`src/rtl/wait_display.sv`:
```
// Queue wait-time display: counts the head-of-queue wait time down in TICK_DIV-cycle
// units and shows it as two BCD digits with seven-segment patterns plus queue status.
module wait_display #(
  parameter int TICK_DIV = 4
) (
  input  logic       clk,
  input  logic       reset,
  input  logic [4:0] Wtime,
  input  logic [2:0] Pcount,
  input  logic       empty_flag,
  input  logic       full_flag,
  input  logic       Hold,
  output logic [3:0] tens,
  output logic [3:0] units,
  output logic [6:0] seg_tens,
  output logic [6:0] seg_units,
  output logic [1:0] status,
  output logic       hold_led,
  output logic       busy,
  output logic       expired
);

  typedef enum logic [1:0] {IDLE, COUNT, EXPIRE} state_t;

  localparam int            PW      = $clog2(TICK_DIV);
  localparam logic [PW-1:0] PS_LAST = PW'(TICK_DIV - 1);

  state_t        state, nxt_state;
  logic [4:0]    remaining;
  logic [PW-1:0] prescaler;
  logic [7:0]    last_key;
  logic [7:0]    key;
  logic          reload, tick;

  assign key    = {Pcount, Wtime};
  assign reload = (key != last_key);
  assign tick   = (state == COUNT) && (prescaler == PS_LAST);

  always_ff @(posedge clk or negedge reset) begin
    if (!reset) state <= IDLE;
    else        state <= nxt_state;
  end

  // Empty beats reload beats tick; a Wtime of 0 reloads straight to IDLE without expiring.
  always_comb begin
    nxt_state = state;
    if (empty_flag)  nxt_state = IDLE;
    else if (reload) nxt_state = (Wtime != 5'd0) ? COUNT : IDLE;
    else begin
      case (state)
        COUNT:   if (tick && remaining <= 5'd1) nxt_state = EXPIRE;
        EXPIRE:  nxt_state = IDLE;
        default: nxt_state = state;
      endcase
    end
  end

  always_comb begin
    busy    = (state == COUNT);
    expired = (state == EXPIRE);
  end

  always_ff @(posedge clk or negedge reset) begin
    if (!reset) begin
      remaining <= '0;
      prescaler <= '0;
      last_key  <= '0;
      status    <= 2'b00;
      hold_led  <= 1'b0;
    end else begin
      status   <= empty_flag ? 2'b01 : (full_flag ? 2'b10 : 2'b00);
      hold_led <= Hold;
      last_key <= key;
      if (empty_flag) begin
        remaining <= '0;
        prescaler <= '0;
      end else if (reload) begin
        remaining <= Wtime;
        prescaler <= '0;
      end else if (state == COUNT) begin
        if (tick) begin
          prescaler <= '0;
          remaining <= (remaining != 5'd0) ? remaining - 5'd1 : 5'd0;
        end else begin
          prescaler <= prescaler + 1'b1;
        end
      end
    end
  end

  function automatic logic [6:0] seg7(input logic [3:0] d);
    case (d)
      4'd0:    seg7 = 7'h3F;
      4'd1:    seg7 = 7'h06;
      4'd2:    seg7 = 7'h5B;
      4'd3:    seg7 = 7'h4F;
      4'd4:    seg7 = 7'h66;
      4'd5:    seg7 = 7'h6D;
      4'd6:    seg7 = 7'h7D;
      4'd7:    seg7 = 7'h07;
      4'd8:    seg7 = 7'h7F;
      4'd9:    seg7 = 7'h6F;
      default: seg7 = 7'h00;
    endcase
  endfunction

  logic [4:0] tens_base;

  always_comb begin
    tens      = 4'd0;
    tens_base = 5'd0;
    if (remaining >= 5'd30) begin
      tens = 4'd3; tens_base = 5'd30;
    end else if (remaining >= 5'd20) begin
      tens = 4'd2; tens_base = 5'd20;
    end else if (remaining >= 5'd10) begin
      tens = 4'd1; tens_base = 5'd10;
    end
    units     = 4'(remaining - tens_base);
    seg_units = seg7(units);
    seg_tens  = (tens == 4'd0) ? 7'h00 : seg7(tens);
  end

endmodule

```
`config.mk`:
```
export PLATFORM = sky130hd
export DESIGN_NAME = wait_display
export DESIGN_NICKNAME = d
export VERILOG_FILES = /design/src/rtl/wait_display.sv
export SDC_FILE = /design/constraint.sdc
export NUM_CORES = 1
export LEC_CHECK = 0
export BUFFER_PORTS_ARGS = -buffer_cell sky130_fd_sc_hd__buf_2
export CORE_MARGIN = 4
export CORE_UTILIZATION = 35
export DETAILED_ROUTE_END_ITERATION = 10
export PLACE_DENSITY = 0.67
export SLEW_MARGIN = 20
export SYNTH_ARGS = -nofsm -noshare
export SYNTH_HDL_FRONTEND = slang
export SYNTH_SLANG_ARGS = --single-unit
```
`constraint.sdc`:
```
create_clock -name clk -period 2.9 [get_ports clk]
set_input_delay 0.145 -clock clk [delete_from_list [all_inputs] [get_ports clk]]
set_output_delay 0.145 -clock clk [all_outputs]
set_load 0.005 [all_outputs]
```
==> flow_summary_export.csv <==
group,metric,value,unit
floorplanning,fp.coreArea,0.00372,sq mm
critical_path,cp_cell_sequence,"inv_4, ha_4, or2_4, a211oi_4, nor2_2, ha_2, fa_2, xnor2_2, o21a_2, or4_4, o211ai_1, buf_2",
placed_design,io_buffers,36,
timing,fin_hold_ws,9.03,ps
global_route,grt_pass1_wl,4.84,mm
global_route,antenna_found_initial,0,
cts,cts-htree-levels,1,
final_layout,fin_nets,220,
cts,clk_latency,260,ps
drt,drt_iter0_drc,47,
cts,post_cts_resize_count,0,
yosys,synth_ff_type,"dfrtp_1",
timing,hold_violations,0,
yosys,syn_inst,147,
yosys,yosysMostFrequentCell,"dfrtp_1",
global_route,grt_pass1_vias,1109,
outcome,status,"finished, violations left",
timing,period_share,105,%
power_and_ir_drop,p_leak,0.850,nW
yosys,synthesis.area,0.00136,sq mm
yosys,synth_edf_count,0,
hold_path,hold_path.class,"in -> reg",
global_route,grt_usage,11.8,%
floorplanning,die_h,70.4,um
cts,clock_path_buffers,2,
final_layout,syn_to_final_growth,28.9,%
yosys,ys_seq_area_share,36.7,%
timing,finalMaxSlewViolations,0,
critical_path,worstPathMaxFanout,4,
drt,finalWirelength,2.81,mm
timing,slew-limit-headroom,66.7,%
yosys,synthTopCellsByArea,"dfrtp_1, ha_1, xnor2_1",
critical_path,slowest_stage,"or4_4",
critical_path,reg2reg_depth,9,
timing,tightest_slew,498,ps
yosys,synth-seq-cells,20,
critical_path,endpoint_kind,"primary output",
floorplanning,io_pins,40,
placed_design,gp_congestion,0.831,
floorplanning,start_util,36.7,%
timing,rsz0062_at_grt,"true",
yosys,yosysWarningCount,0,
timing,setup_viol,7,
drt,wl_per_cell,11.6,um
cts,numCtsBuffers,3,
yosys,synth.distinct_cells,40,
drt,firstDrtPassIters,5,
run,drv_cap,0,
floorplanning,rows,22,
final_layout,antennaDiodeCount,0,
critical_path,cpPeakStageDelay,490,ps
floorplanning,die_w,70.4,um
cts,clock-root-buffer,"clkbuf_8",
drt,vias,1184,
yosys,yosys.area.top_type,"dfrtp_1",
yosys,synth_top_area_share,36.7,%
power_and_ir_drop,ir_worst_vdd,0.368,mV
global_route,grt_overflow,0,
drt,drc,0,
cts,cts_tree,"yes",
final_layout,fill_cells,384,
global_route,grt_start_max_net_pins,21,
floorplanning,dieArea,0.00496,sq mm
critical_path,rrSetupSlack,1150,ps
timing,fin_skew,4.24,ps
drt,final_antenna_net_count,0,
yosys,synth_area_per_cell,9.27,sq um
power_and_ir_drop,powerDensity,475,mW/mm^2
critical_path,start_kind,"flop",
final_layout,multi_input_area,797,sq um
timing,fmax,328,MHz
final_layout,drive_above_1_share,34.2,%
timing,worst_slack,-144,ps
placed_design,preCtsSetupSlack,75.0,ps
hold_path,holdPathStages,1,
critical_path,cp.arrival,2900,ps
yosys,synth.top_cells.by_count,"dfrtp_1, nor2_1, ha_1",
placed_design,dpl.hpwl,2.27,mm
cts,clkTransAtPathRegs,80,ps
outcome,violations,"setup timing",
yosys,ys_async_sr_fraction,100,%
drt,viasPerCell,4.91,
cts,cts.sinks,20,
final_layout,regArea,502,sq um
critical_path,required,2760,ps
timing,period_minus_slack,3040,ps
critical_path,path_class,"reg -> out",
==> final cells by class <==
class	count	share of cell area [%]
clock inverters	1	1.71
clock buffers	3	2.35
multi-input cells	110	45.4
flip-flops and latches	20	28.6
well taps	48	3.42
inverters	9	2.07
repair buffers	50	16.5
==> logic make-up (layout without fill, tap and decap cells) <==
logic type / count (synthesis) / in the layout / synth area share [%]
AND/OR/NAND/NOR: 48 / 48 / 18.3
XOR/XNOR: 9 / 9 / 5.79
AO/OA/AOI/OAI: 33 / 33 / 15.9
other: 1 / 3 / 0.275
adder cells (fa/ha/maj): 13 / 13 / 12.5
flip-flops: 20 / 20 / 36.7
multiplexers: 4 / 4 / 3.03
buffers and inverters: 19 / 63 / 7.53
==> worst max-delay path: cells and delay by family (launching register included) <==
kind / cells / cell delay [ps]
compound gates: 3 / 450
xor+xnor: 1 / 150
fa+ha+maj: 3 / 670
buf+inv: 2 / 170
flops: 1 / 380
simple gates: 3 / 810
==> timing repair <==
action | 4_1_cts | 5_1_grt
pin swaps | 5 | 1
hold endpoints to repair | 21 | 0
hold buffers | 2 | 0
setup buffers | 2 | 0
endpoints found under the setup margin | 8 | 8
==> per-layer routing <==
metal  vias up  part of all wire, %  global-route usage, %
met2        40                   46                   19.5
met3         5                  8.2                   2.59
met1       546                   45                   15.3
met5         -                    0                      0
li1        593                    -                      -
met4         0                  1.0                   3.62
==> cell usage in the layout (no fill, tap or decap), types with 5 or more instances in the layout <==
master   instances
dfrtp_1         19
nand2_1         10
nor2b_1          5
buf_2           36
inv_1            7
buf_4           12
a21oi_1          6
xnor2_1          8
o21ai_0         10
ha_1            10
nor2_1          14
==> worst paths after layout <==
path | start | to
max | remaining[0] | seg_units[5]
min | Pcount[2] | last_key[7]
max reg2reg | remaining[1] | remaining[1]
min reg2reg | prescaler[1] | prescaler[1]
max in group asynchronous | reset | remaining[0]
min in group asynchronous | reset | last_key[4]
==> per-stage QoR <==
step | instance area [sq um] | cells | utilization [%] | total power [mW] | TNS [ps]
after floorplan | 1400 | 149 | - | 0.457 | 0
after global placement | 1650 | 233 | 44.4 | 0.556 | 0
after detailed placement | 1650 | 233 | 44.4 | 0.559 | 0
after CTS | 1760 | 241 | 47.3 | 0.846 | -904
after global routing | 1760 | 241 | 47.3 | 0.892 | -1910
final | 1760 | 241 | 47.3 | 0.835 | -693
==> flip-flops by register name (all words and copies together), names as in the netlist <==
| register | cells |
|---|---|
| status | 2 |
| last_key | 8 |
| prescaler | 2 |
| state | 2 |
| hold_led | 1 |
| remaining | 5 |
==> power breakdown <==
group / switching (mW) / internal, mW
combinational: 0.131 / 0.126
sequential: 0.00979 / 0.291
clock: 0.0938 / 0.184
Note: power is estimated with default switching activity, not from simulation.
